==> config.mk <==
export PLATFORM = sky130hd
export DESIGN_NAME = cache_ctrl_assoc
export DESIGN_NICKNAME = d
export VERILOG_FILES = /design/src/rtl/cache_ctrl_assoc.sv
export SDC_FILE = /design/constraint.sdc
export NUM_CORES = 1
export LEC_CHECK = 0
export CORE_MARGIN = 2
export CORE_UTILIZATION = 55
export CTS_BUF_LIST = sky130_fd_sc_hd__clkbuf_8 sky130_fd_sc_hd__clkbuf_16
export CTS_CLUSTER_DIAMETER = 80
export DETAILED_ROUTE_END_ITERATION = 12
export DONT_BUFFER_PORTS = 1
export PLACE_DENSITY_LB_ADDON = 0.2
export SYNTH_ARGS = -nofsm -noshare
export SYNTH_HDL_FRONTEND = slang
export SYNTH_SLANG_ARGS = --single-unit
export TNS_END_PERCENT = 1
==> constraint.sdc <==
create_clock -name clk -period 8.8 [get_ports clk]
set_input_delay 0.88 -clock clk [delete_from_list [all_inputs] [get_ports clk]]
set_output_delay 0.88 -clock clk [all_outputs]
set_load 0.005 [all_outputs]
==> src/rtl/cache_ctrl_assoc.sv <==
// ---------------------------------------------------------------------------
// cache_ctrl_assoc
//
// Controller for a 2-way set-associative, write-back, write-allocate cache.
// It keeps the per-set metadata ({valid, dirty, tag} per way, one LRU bit per
// set) and sequences the external data SRAM and the SDRAM. The data path
// itself lives outside this block and is steered by mux_sel/demux_sel.
//
// Ports
//   clk, rst                 clock (rising edge), synchronous active-high reset
//   Address_cpu              CPU byte address {tag, index, offset}
//   wr_rd_cpu                1 = write, 0 = read
//   cs_cpu                   request strobe, only looked at while idle
//   rdy_cpu                  controller idle and able to take a request
//   Address_sdram            SDRAM word address for block transfers
//   wr_rd_sdram              1 = write-back to SDRAM, 0 = refill from SDRAM
//   mstrb_sdram              one-cycle strobe per transferred word
//   address_cache_ctrl_sram  data SRAM address {way, index, offset}
//   wen_sram                 data SRAM write enable
//   mux_sel                  SRAM write-data source: 0 = CPU, 1 = SDRAM
//   demux_sel                SRAM read-data sink: 0 = CPU, 1 = SDRAM
//   hit_cnt, miss_cnt        saturating lookup counters
// ---------------------------------------------------------------------------
module cache_ctrl_assoc #(
  parameter int ADDR_WIDTH  = 16,
  parameter int INDEX_BITS  = 3,
  parameter int OFFSET_BITS = 5,
  parameter int CNT_WIDTH   = 16
) (
  input  logic                              clk,
  input  logic                              rst,
  input  logic [ADDR_WIDTH-1:0]             Address_cpu,
  input  logic                              wr_rd_cpu,
  input  logic                              cs_cpu,
  output logic                              rdy_cpu,
  output logic [ADDR_WIDTH-1:0]             Address_sdram,
  output logic                              wr_rd_sdram,
  output logic                              mstrb_sdram,
  output logic [INDEX_BITS+OFFSET_BITS:0]   address_cache_ctrl_sram,
  output logic                              wen_sram,
  output logic                              mux_sel,
  output logic                              demux_sel,
  output logic [CNT_WIDTH-1:0]              hit_cnt,
  output logic [CNT_WIDTH-1:0]              miss_cnt
);

  localparam int TAG_BITS = ADDR_WIDTH - INDEX_BITS - OFFSET_BITS;
  localparam int SETS     = 1 << INDEX_BITS;
  localparam logic [OFFSET_BITS-1:0] OFF_ZERO = '0;

  typedef enum logic [2:0] {
    IDLE,
    COMPARE,
    WRITEBACK,
    REFILL,
    ACCESS
  } state_t;

  state_t state;

  // Metadata: bit [w] of valid/dirty belongs to way w.
  logic [1:0]          valid [SETS];
  logic [1:0]          dirty [SETS];
  logic [TAG_BITS-1:0] tags  [SETS][2];
  logic [SETS-1:0]     lru;

  // Latched request.
  logic [TAG_BITS-1:0]    req_tag;
  logic [INDEX_BITS-1:0]  req_index;
  logic [OFFSET_BITS-1:0] req_offset;
  logic                   req_write;

  // Transfer bookkeeping.
  logic                   victim;
  logic                   access_way;
  logic [OFFSET_BITS-1:0] off_cnt;
  logic                   phase;

  // Lookup results for the latched request.
  logic                   hit0;
  logic                   hit1;
  logic                   hit_way;
  logic                   victim_sel;
  logic                   victim_dirty;
  logic [OFFSET_BITS-1:0] next_off;

  // Tag compare and victim choice for the set being looked up. An invalid
  // way is always preferred over evicting, way 0 first; only a full set
  // falls back to the LRU bit.
  always_comb begin
    hit0         = valid[req_index][0] && (tags[req_index][0] == req_tag);
    hit1         = valid[req_index][1] && (tags[req_index][1] == req_tag);
    hit_way      = hit0 ? 1'b0 : 1'b1;
    victim_sel   = 1'b0;
    if (!valid[req_index][0]) begin
      victim_sel = 1'b0;
    end else if (!valid[req_index][1]) begin
      victim_sel = 1'b1;
    end else begin
      victim_sel = lru[req_index];
    end
    victim_dirty = valid[req_index][victim_sel] && dirty[req_index][victim_sel];
    next_off     = off_cnt + 1'b1;
  end

  // Main controller. Every output is a register, so each transition loads
  // the values the next state shows in its first cycle. Block transfers
  // run two cycles per word: phase 0 presents the addresses, phase 1 fires
  // the strobes, then the offset advances or the state is left.
  always_ff @(posedge clk) begin
    if (rst) begin
      state                   <= IDLE;
      rdy_cpu                 <= 1'b0;
      Address_sdram           <= '0;
      wr_rd_sdram             <= 1'b0;
      mstrb_sdram             <= 1'b0;
      address_cache_ctrl_sram <= '0;
      wen_sram                <= 1'b0;
      mux_sel                 <= 1'b0;
      demux_sel               <= 1'b0;
      hit_cnt                 <= '0;
      miss_cnt                <= '0;
      req_tag                 <= '0;
      req_index               <= '0;
      req_offset              <= '0;
      req_write               <= 1'b0;
      victim                  <= 1'b0;
      access_way              <= 1'b0;
      off_cnt                 <= '0;
      phase                   <= 1'b0;
      lru                     <= '0;
      for (int s = 0; s < SETS; s++) begin
        valid[s] <= 2'b00;
        dirty[s] <= 2'b00;
      end
    end else begin
      mstrb_sdram <= 1'b0;
      wen_sram    <= 1'b0;

      case (state)
        IDLE: begin
          Address_sdram           <= '0;
          wr_rd_sdram             <= 1'b0;
          address_cache_ctrl_sram <= '0;
          mux_sel                 <= 1'b0;
          demux_sel               <= 1'b0;
          if (cs_cpu) begin
            req_tag    <= Address_cpu[ADDR_WIDTH-1 -: TAG_BITS];
            req_index  <= Address_cpu[OFFSET_BITS +: INDEX_BITS];
            req_offset <= Address_cpu[OFFSET_BITS-1:0];
            req_write  <= wr_rd_cpu;
            rdy_cpu    <= 1'b0;
            state      <= COMPARE;
          end else begin
            rdy_cpu <= 1'b1;
          end
        end

        COMPARE: begin
          off_cnt <= '0;
          phase   <= 1'b0;
          if (hit0 || hit1) begin
            if (hit_cnt != '1) hit_cnt <= hit_cnt + 1'b1;
            access_way              <= hit_way;
            address_cache_ctrl_sram <= {hit_way, req_index, req_offset};
            wen_sram                <= req_write;
            mux_sel                 <= 1'b0;
            demux_sel               <= 1'b0;
            state                   <= ACCESS;
          end else begin
            if (miss_cnt != '1) miss_cnt <= miss_cnt + 1'b1;
            victim                  <= victim_sel;
            address_cache_ctrl_sram <= {victim_sel, req_index, OFF_ZERO};
            if (victim_dirty) begin
              Address_sdram <= {tags[req_index][victim_sel], req_index, OFF_ZERO};
              wr_rd_sdram   <= 1'b1;
              demux_sel     <= 1'b1;
              mux_sel       <= 1'b0;
              state         <= WRITEBACK;
            end else begin
              Address_sdram <= {req_tag, req_index, OFF_ZERO};
              wr_rd_sdram   <= 1'b0;
              mux_sel       <= 1'b1;
              demux_sel     <= 1'b0;
              state         <= REFILL;
            end
          end
        end

        WRITEBACK: begin
          if (!phase) begin
            phase       <= 1'b1;
            mstrb_sdram <= 1'b1;
          end else begin
            phase <= 1'b0;
            if (off_cnt == '1) begin
              off_cnt                 <= '0;
              dirty[req_index][victim] <= 1'b0;
              Address_sdram           <= {req_tag, req_index, OFF_ZERO};
              wr_rd_sdram             <= 1'b0;
              mux_sel                 <= 1'b1;
              demux_sel               <= 1'b0;
              address_cache_ctrl_sram <= {victim, req_index, OFF_ZERO};
              state                   <= REFILL;
            end else begin
              off_cnt                 <= next_off;
              Address_sdram           <= {tags[req_index][victim], req_index, next_off};
              address_cache_ctrl_sram <= {victim, req_index, next_off};
            end
          end
        end

        REFILL: begin
          if (!phase) begin
            phase       <= 1'b1;
            mstrb_sdram <= 1'b1;
            wen_sram    <= 1'b1;
          end else begin
            phase <= 1'b0;
            if (off_cnt == '1) begin
              off_cnt                  <= '0;
              valid[req_index][victim] <= 1'b1;
              dirty[req_index][victim] <= 1'b0;
              tags[req_index][victim]  <= req_tag;
              access_way               <= victim;
              Address_sdram            <= '0;
              wr_rd_sdram              <= 1'b0;
              mux_sel                  <= 1'b0;
              demux_sel                <= 1'b0;
              address_cache_ctrl_sram  <= {victim, req_index, req_offset};
              wen_sram                 <= req_write;
              state                    <= ACCESS;
            end else begin
              off_cnt                 <= next_off;
              Address_sdram           <= {req_tag, req_index, next_off};
              address_cache_ctrl_sram <= {victim, req_index, next_off};
            end
          end
        end

        ACCESS: begin
          if (req_write) dirty[req_index][access_way] <= 1'b1;
          lru[req_index]          <= ~access_way;
          address_cache_ctrl_sram <= '0;
          rdy_cpu                 <= 1'b1;
          state                   <= IDLE;
        end

        default: begin
          state <= IDLE;
        end
      endcase
    end
  end

endmodule

==> results.rst <==
.. list-table::
   :header-rows: 1

   * - Metric
     - Value
   * - Total number of placement rows
     - 53
   * - Largest fanout on the critical path
     - 57
   * - Required time of the critical path
     - between 9 and 10 ns
   * - Library cell occupying the most area in the post-synthesis netlist
     - edfxtp_1
   * - Final antenna-violating net count
     - 0
   * - Number of library cell types mapped by synthesis
     - 75
   * - Number of nets in the final layout
     - approximately 1000
   * - Area of the core region
     - 21020 sq um
   * - Number of primary I/O pins
     - 83
   * - Actual transition at the worst max-transition pin
     - around 1.1 ns
   * - First-pass GRT wire length
     - around 43000 um
   * - Area of the die
     - 22590 sq um
   * - Half-perimeter wire length of the detailed placement result
     - ~19000 um
   * - Number of clock buffers inserted by TritonCTS
     - 27
   * - Crit path launch type
     - flip-flop
   * - Slew margin rel.
     - 24.24%
   * - Most used DFF post-synth
     - edfxtp_1
   * - CTS tree
     - done
   * - Maximum level of the CTS H-tree
     - 1
   * - Total via count after detailed routing
     - 8228
   * - Total grt overflow
     - 0
   * - Worst supply voltage drop on vdd
     - ~0.19 mV
   * - Syn Inst Count
     - between 1000 and 1500
   * - Initial antenna violation count
     - 0
   * - FFs w/ async S/R, synth
     - 0%
   * - Clock Sinks
     - roughly 260
   * - Hold-fix buffers at CTS
     - 0
   * - Signed area change from the synthesized netlist to the final layout
     - 9.118%
   * - Synthesized area per cell
     - 11.35 sq um
   * - Final hold violations
     - 0
   * - Drt drc
     - 0
   * - Number of max-slew violations in the final report
     - 0
   * - Hold Worst Slack
     - between 0.4 and 0.5 ns
   * - Number of instances resized during post-cts repair
     - 0
   * - Outcome
     - finished, final reports clean
   * - Highest clock frequency the design can meet
     - 0.2324 GHz
   * - Proportion of synthesized chip area in sequential cells
     - between 50% and 60%
   * - Largest cells by area after synthesis
     - edfxtp_1 37%, dfxtp_1 20%, mux4_2 4.2%
   * - Number of violations of the max-capacitance limit
     - 0
   * - Crit path to
     - Address_sdram[15]
   * - Pleak
     - 4.393 nW
   * - Clk slew on worst S/H paths
     - ~0.06 ns
   * - Crit share post-route
     - about half
   * - Arrival time at the worst endpoint
     - approximately 4.8 ns
   * - Quantity of I/O buffers inserted on ports
     - 0
   * - Synth Cell Area
     - 11770 sq um
   * - Count of final setup violators
     - 0
   * - PD cells
     - 243.8 nW/um^2
   * - Critical path class
     - reg2reg
   * - Synth warnings
     - 0
   * - Worst skew pair latency
     - between 0.5 and 0.6 ns
   * - Worst r2r path cells
     - 10
   * - Net count after synthesis
     - between 1000 and 1500
   * - Worst flop-to-flop path endpoint
     - Address_sdram[15]
   * - Initial core utilization
     - 56.01%
   * - Largest net degree at the start of global routing
     - 99
   * - EDFF count, synth
     - 144
   * - Total Negative Setup Slacks
     - 0 ns
   * - Clock tree buffer depth
     - 3
   * - Total routed wirelength
     - ~28000 um
   * - Post-layout min period
     - about 4.3 ns
   * - Post-route total power
     - roughly 3.1 mW
   * - RSZ-0062 raised after global routing
     - no
   * - DRC marker count from the first detailed-route iteration
     - approximately 600
   * - Via count of the first global-routing pass
     - roughly 7600
   * - Share of Yosys cell area claimed by the top area cell type
     - between 30% and 40%
   * - Setup slack, reg-to-reg
     - around 4.5 ns
   * - Diodes inserted
     - 0
   * - Register bit total from synthesis
     - ~260
   * - Class of the most critical hold timing path
     - in2reg
   * - Proportion of layout cells with a drive suffix above 1
     - around an eighth
   * - Horiz. Die Dim
     - 150.3 um
   * - Clock tree root buffer cell
     - clkbuf_16
   * - Filler cell count
     - between 1500 and 2000
   * - Count of TritonRoute iterations in the first routing pass
     - 5
   * - Maximum clock skew at final layout
     - around 0.013 ns
   * - Vert. Die Dim
     - 150.3 um
   * - Gp weighted congestion
     - 0.8645
   * - Capturing element type of the critical path
     - flip-flop
   * - Routed vias/inst
     - 6.267
   * - Utilization after layout
     - between 60% and 70%
   * - Post-detailed-route wirelength per cell
     - 21.52 um
   * - Total track usage
     - about a quarter
   * - # Post-CTS Setup Buffers
     - 0
-- cells in the mapped netlist, drive strengths merged (10+ instances only) --
| master | instances |
|---|---|
| o22ai | 11 |
| a21oi | 68 |
| nor3 | 23 |
| and3 | 10 |
| or4 | 11 |
| clkbuf | 45 |
| nand2b | 13 |
| nor2 | 86 |
| nand2 | 100 |
| nand3 | 18 |
| nor2b | 20 |
| buf | 19 |
| mux4 | 22 |
| or2 | 10 |
| edfxtp | 144 |
| a21o | 13 |
| mux2i | 46 |
| dfxtp | 118 |
| nand4 | 12 |
| a211oi | 10 |
| o21ai | 56 |
| or3 | 17 |
| a22o | 10 |
| mux2 | 33 |
-- through the flow --
| step | cells | instance area [sq um] | worst slack, ns |
|---|---|---|---|
| floorplan | 1037 | 11770 | 5.836 |
| global placement | 1263 | 11950 | 4.686 |
| detailed placement | 1263 | 11950 | 4.598 |
| CTS | 1313 | 12850 | 4.571 |
| global route | 1313 | 12850 | 4.201 |
| finish | 1313 | 12850 | 4.497 |
-- sequential cells by signal, summed over array words and instances, names as in the netlist, 3 cells and up, named ones only --
signal / count
Address_sdram: 16
lru: 8
off_cnt: 5
req_tag: 8
hit_cnt: 16
state: 3
miss_cnt: 16
dirty: 16
address_cache_ctrl_sram: 9
req_index: 3
tags: 128
valid: 16
req_offset: 5
-- cells by family after synthesis --
family	Yosys count	share of synthesized area, %
compound gates	225	12.22
xor+xnor	11	0.8183
fa+ha+maj	4	0.4251
buf+inv	74	2.774
flops	262	56.79
mux	101	11.34
simple gates	360	15.63
-- layer usage --
| layer | part of all wire, % | track usage [%] |
|---|---|---|
| met4 | 3.0 | 7.453 |
| met2 | 47 | 39.52 |
| met1 | 42 | 34.78 |
| met3 | 7.8 | 4.515 |
| met5 | 0 | 0 |
-- worst min path at each step --
stage / from / endpoint / slack (ns) / cells after the start
after CTS: rst / off_cnt[0] / 0.38 / 1
after global routing: rst / off_cnt[1] / 0.40 / 1
after detailed placement: valid[6][0] / valid[6][0] / 0.44 / 1
final: rst / off_cnt[0] / 0.41 / 1
after floorplan: valid[4][0] / valid[4][0] / 0.42 / 1
after global placement: valid[6][1] / valid[6][1] / 0.43 / 1
-- critical path, stage by stage, from the launching register on --
cell,delay [ns]
dfxtp_2,0.31
buf_4,0.65
mux2_2,0.42
o22ai_1,0.27
nor3_1,0.08
nor4b_1,0.56
and4_1,0.39
a21oi_2,0.08
buf_4,0.23
o21ai_1,0.91
mux2i_1,0.27
-- layout make-up --
| cell class | instances | area, sq um | area share (%) |
|---|---|---|---|
| sequential | 262 | 6688 | 52.05 |
| multi-input combinational | 701 | 4766 | 37.10 |
| clock buffer | 35 | 797.0 | 6.204 |
| tap | 275 | 344.1 | 2.678 |
| timing repair buffer | 15 | 112.6 | 0.8765 |
| clock inverter | 15 | 102.6 | 0.7986 |
| inverter | 10 | 37.54 | 0.2922 |
-- placed cells by master (no fill, tap or decap), drive strengths merged, types with 4 or more instances in the layout --
cell type,instances
nor4,7
clkinv,4
buf,15
xnor2,4
and4,5
dfxtp,118
o31ai,7
a21o,13
or2,10
and2,5
or3,17
a21oi,68
ha,4
o22ai,11
mux2,33
a22oi,9
nand2,100
inv,20
nand4b,4
clkbuf,35
nor2,86
nand3b,9
mux4,22
xor2,7
nor3,23
mux2i,46
nor2b,20
nand4,12
o211ai,4
nand3,18
edfxtp,144
o21ai,56
or4,11
nor4b,4
a22o,10
a211oi,10
o41ai,6
and3,10
nand2b,13
-- power by group --
| group | internal, mW | switching, mW |
|---|---|---|
| Combinational | 0.201 | 0.367 |
| Clock | 0.664 | 0.464 |
| Sequential | 1.36 | 0.0800 |
| Total | 2.22 | 0.911 |
Power figures use the tool's default switching activity.
